[src/rtl/add_in_responder.sv]
// add_in_responder: buffers a/b operand pairs in a FIFO and returns registered a+b with carry over valid/ready.
module add_in_responder #(
    parameter int ADD_WIDTH  = 4,
    parameter int FIFO_DEPTH = 4
) (
    input  logic                          clk,
    input  logic                          rst,
    input  logic                          in_valid,
    output logic                          in_ready,
    input  logic [ADD_WIDTH-1:0]          a,
    input  logic [ADD_WIDTH-1:0]          b,
    output logic                          out_valid,
    input  logic                          out_ready,
    output logic [ADD_WIDTH-1:0]          sum,
    output logic                          carry,
    output logic [$clog2(FIFO_DEPTH):0]   occupancy,
    output logic [15:0]                   txn_count
);
    localparam int PW = $clog2(FIFO_DEPTH);
    localparam int OW = PW + 1;
    logic [2*ADD_WIDTH-1:0] fifo_mem [FIFO_DEPTH];
    logic [PW-1:0]          wr_ptr_q, wr_ptr_d, rd_ptr_q, rd_ptr_d;
    logic [OW-1:0]          occ_q, occ_d;
    logic                   in_ready_q, in_ready_d, out_valid_q, out_valid_d, carry_q, carry_d;
    logic [ADD_WIDTH-1:0]   sum_q, sum_d;
    logic [15:0]            txn_q, txn_d;
    logic [2*ADD_WIDTH-1:0] head;
    logic                   push, pop;
    always_comb begin
        push        = in_valid && in_ready_q;
        pop         = (occ_q != '0) && (!out_valid_q || out_ready);
        head        = fifo_mem[rd_ptr_q];
        wr_ptr_d    = push ? wr_ptr_q + PW'(1) : wr_ptr_q;
        rd_ptr_d    = pop ? rd_ptr_q + PW'(1) : rd_ptr_q;
        occ_d       = occ_q + OW'(push) - OW'(pop);
        in_ready_d  = occ_d < OW'(FIFO_DEPTH);
        {carry_d, sum_d} = pop ? {1'b0, head[2*ADD_WIDTH-1:ADD_WIDTH]} + {1'b0, head[ADD_WIDTH-1:0]}
                               : {carry_q, sum_q};
        out_valid_d = pop ? 1'b1 : (out_ready ? 1'b0 : out_valid_q);
        txn_d       = (out_valid_q && out_ready && txn_q != 16'hFFFF) ? txn_q + 16'd1 : txn_q;
    end
    // storage entries are not reset; only the pointers define what is live
    always_ff @(posedge clk) begin
        if (push) fifo_mem[wr_ptr_q] <= {a, b};
        if (rst) begin
            wr_ptr_q    <= '0;
            rd_ptr_q    <= '0;
            occ_q       <= '0;
            in_ready_q  <= 1'b0;
            out_valid_q <= 1'b0;
            sum_q       <= '0;
            carry_q     <= 1'b0;
            txn_q       <= '0;
        end else begin
            wr_ptr_q    <= wr_ptr_d;
            rd_ptr_q    <= rd_ptr_d;
            occ_q       <= occ_d;
            in_ready_q  <= in_ready_d;
            out_valid_q <= out_valid_d;
            sum_q       <= sum_d;
            carry_q     <= carry_d;
            txn_q       <= txn_d;
        end
    end
    assign in_ready  = in_ready_q;
    assign out_valid = out_valid_q;
    assign sum       = sum_q;
    assign carry     = carry_q;
    assign occupancy = occ_q;
    assign txn_count = txn_q;
endmodule

[config.mk]
export PLATFORM = sky130hd
export DESIGN_NAME = add_in_responder
export DESIGN_NICKNAME = d
export VERILOG_FILES = /design/src/rtl/add_in_responder.sv
export SDC_FILE = /design/constraint.sdc
export NUM_CORES = 1
export LEC_CHECK = 0
export CORE_UTILIZATION = 45
export CTS_CLUSTER_SIZE = 10
export DETAILED_ROUTE_END_ITERATION = 10
export PLACE_DENSITY = 0.77
export SLEW_MARGIN = 20
export SYNTH_ARGS = -nofsm -noshare
export SYNTH_HDL_FRONTEND = slang
export SYNTH_SLANG_ARGS = --single-unit
[constraint.sdc]
create_clock -name clk -period 3.1 [get_ports clk]
set_input_delay 0.465 -clock clk [delete_from_list [all_inputs] [get_ports clk]]
set_output_delay 0.465 -clock clk [all_outputs]
set_load 0.005 [all_outputs]
==> parameters.txt <==
Parameter                              Value

Drt
  Drt first pass iters    4
  Remaining antenna violation count    0
  DRC violation count after routing    0
  Iter 0 DRT Violations    a little over 90
  Final wirelength    roughly 4.8 mm
  Via Count    between 1,500 and 2,000
  Via count normalized by instance count    between 5 and 6
  Wire per inst    approximately 14 um

Pwr
  Switching part of the total power    27.91%
  Power density cells    a little over 700 nW/um^2
  Register share of total power    approximately 44%
  Design internal power    between 1.5 and 2 mW
  Maximum vdd drop    about 490 uV
  Clock power share    between 20% and 30%
  Net switching power figure    0.6865 mW
  Leakage    about 1.2 nW
  Combinational Power Share    between 20 and 30%

Clock network
  CTS resizes    0
  Count of hold buffers inserted by post-cts repair    0
  Total clock sinks    64
  Clk root buf    clkbuf_8
  Maximum buffer depth of the clock tree    2
  Buffer count from post-CTS setup fixing    0
  Clock tree from TritonCTS    built
  Clock slew at reported path FFs    around 0.06 ns
  Clock network latency to the later pin of the worst-skew pair    ~0.33 ns
  H-tree depth reported by CTS    3
  Number of buffers inserted during clock tree synthesis    9

Global route
  Global-route track usage on met2    26.69%
  Global Route met3 Usage    approximately 4.8%
  First-pass GRT wire length    7.969 mm
  Layer carrying the most global-route usage    met2
  Vias in the first global route    around 1,700
  Largest net degree at the start of global routing    36
  Number of antenna violations at the first check in global routing    0
  Global-route met1 utilization    21.13%
  Total global routing overflow    0
  Combined global-route utilization of all metal layers    between 15 and 20%

STA
  Clock skew    0.009581 ns
  Number of hold violations in the final report    0
  Tightest slew margin relative to the limit    64.10%
  Maximum operating frequency    just under 0.4 GHz
  Post-route clock period utilization    approximately 83%
  Setup repair after global routing missed its margin    false
  Number of failing setup endpoints in the final timing report    0
  Minimum period implied by the final worst setup slack    2.568 ns
  Minimum hold slack    0.4990 ns
  Worst setup slack after layout    between 0.5 and 0.6 ns
  Count of pins over their slew limit    0
  Transition time of the tightest slew-check pin    approximately 0.53 ns
  Sum of negative setup slack    0 ns

Synthesis
  Area leader, netlist    edfxtp_1
  Share of the synthesized area in compound gates (AO/OA/AOI/OAI)    under 10%
  Sequential area share after synthesis    a little under three fifths
  Nets in the synthesized netlist    roughly 250
  Number of different library cells in the post-synthesis netlist    42
  Avg Inst Size Synth    12.31 sq um
  Biggest area contributors in the synthesized netlist    edfxtp_1 35%, dfxtp_1 23%, mux4_2 6.5%, ha_1 4.9%, nor2_1 2.4%
  Flops & latches, synth    64
  XOR/XNOR share of the synthesized area    1.888%
  Mux contribution to synthesized area    between 8 and 9%
  Mapped Area    2783 sq um
  Fraction of the mapped netlist area in adder cells    under 10%
  Combinational family with the most area after synthesis    simple AND/OR/NAND/NOR gates
  Post-synthesis simple-gate area fraction    roughly 15%
  Post-synth top area share    between 30% and 40%
  Warning count from the yosys run    0
  Post-Synthesis Cells    226

Status
  Run status    complete, no violations

Finish
  Leading cell types in the layout, fill and taps excluded    37 x clkdlybuf4s50_1, 32 x dfxtp_1, 32 x edfxtp_1
  Area added between synthesis and finish    22.48%
  Final nets    slightly below 300
  Share of layout cells above drive strength 1    around 11%
  Final design area excluding fillers    about 3400 sq um
  Number of fillers in the final layout    500
  Inserted Diodes    0
  Layout Utilization    a little under three fifths
  Commonest non-fill, non-tap cell in the layout    clkdlybuf4s50_1

Worst setup path
  Req. time, crit path    between 3 and 4 ns
  Kind of launch point of the worst setup path    register
  WS Path Type    register to register
  Type of element capturing the critical path    register
  Critical-path maximum fanout    8
  Data arrival time of the worst path    between 2 and 3 ns

Floorplanning
  Standard-cell row count    28
  Width of the chip    a little over 80 um
  Initial core utilization    a little under half
  Die span in y    80.64 um
  Count of boundary I/O pins    38
  Die area    between 6000 and 7000 sq um
  Core area    5956 sq um

Placement
  Post-DP HPWL    between 3 and 4 mm
  Standard cell area after detailed placement    3218 sq um
  Port Buffers    37
  Post-Place Worst Slack    roughly 0.39 ns
  RD Place Congestion    0.8510

Run
  Total of max-cap violations    0

Worst hold path
  Worst hold-check path type    register to register
-- critical path, cell delays in order, from the launching register on --
cell and delay [ns]:
dfxtp_1 0.66, mux4_2 0.59, ha_1 0.30, a21o_1 0.13, a21oi_1 0.08, or4b_2 0.60
o311ai_0 0.11
-- path summary, 6_finish.rpt --
check	slack [ns]	to	depth (start not counted)	startpoint
setup / recovery	0.53	sum[3]$_SDFFE_PP0P_	6	register
setup reg to reg	0.53	sum[3]$_SDFFE_PP0P_	6	register
hold reg to reg	0.50	sum[1]$_SDFFE_PP0P_	2	sum[1]$_SDFFE_PP0P_
hold / removal	0.50	sum[1]$_SDFFE_PP0P_	2	sum[1]$_SDFFE_PP0P_
-- state kept, by name (all words and copies together), names as in the netlist, named ones only --
name       flops
carry          1
fifo_mem      32
in_ready       1
rd_ptr_q       2
occupancy      3
out_valid      1
sum            4
wr_ptr_q       2
txn_count     16
-- power by group through the flow --
stage	combinational [mW]	sequential (mW)	clock (mW)
6_report	0.696	1.08	0.681
5_1_grt	0.782	1.10	0.736
4_1_cts	0.704	1.09	0.695
3_5_place_dp	0.700	1.10	0
3_3_place_gp	0.678	1.10	0
2_1_floorplan	0.511	1.06	0
-- kinds of logic (layout without fill, tap and decap cells) --
| kind of cell | count (synthesis) | after routing |
|---|---|---|
| xor+xnor | 6 | 6 |
| buf+inv | 20 | 66 |
| simple gates | 77 | 77 |
| compound gates | 33 | 33 |
| mux | 13 | 13 |
| flops | 64 | 64 |
| fa+ha+maj | 13 | 13 |
-- per-stage QoR --
step	power, mW	cells
global placement	1.779	331
floorplan	1.571	226
global route	2.622	347
CTS	2.486	347
detailed placement	1.803	331
finish	2.460	347
-- layout make-up --
cell class | instances | area [sq um] | share of cell area (%)
clock inverters | 4 | 45.04 | 1.322
clock buffers | 12 | 145.1 | 4.258
repair buffers | 39 | 385.4 | 11.31
multi-input cells | 142 | 1096 | 32.16
well taps | 75 | 93.84 | 2.753
inverters | 11 | 41.29 | 1.211
flip-flops and latches | 64 | 1602 | 46.99
-- synthesized netlist by cell type, drive strengths merged --
| cell | count |
|---|---|
| clkbuf | 4 |
| nand3 | 6 |
| ha | 11 |
| mux2i | 3 |
| or4 | 3 |
| a21o | 2 |
| inv | 11 |
| nor4 | 1 |
| o21bai | 2 |
| buf | 5 |
| or3 | 4 |
| fa | 2 |
| a21oi | 12 |
| xnor2 | 5 |
| a41oi | 2 |
| and3 | 5 |
| nor3 | 10 |
| or2 | 1 |
| nand2 | 10 |
| dfxtp | 32 |
| nor2 | 18 |
| edfxtp | 32 |
| o311ai | 1 |
| nor2b | 7 |
| and4 | 2 |
| nand4 | 4 |
| nand4b | 1 |
| nand2b | 2 |
| a31oi | 3 |
| a311oi | 1 |
| o21ai | 3 |
| o31ai | 4 |
| a211oi | 3 |
| or4b | 1 |
| mux2 | 2 |
| mux4 | 8 |
| xor2 | 1 |
| nor3b | 2 |
-- layer usage --
metal,vias to the layer above,share of wire [%],wire (um)
met5,-,0,0
met4,0,2.1,100
met3,10,4.4,212
met2,49,47,2234
met1,905,47,2228
li1,925,-,-
Power figures use the tool's default switching activity.
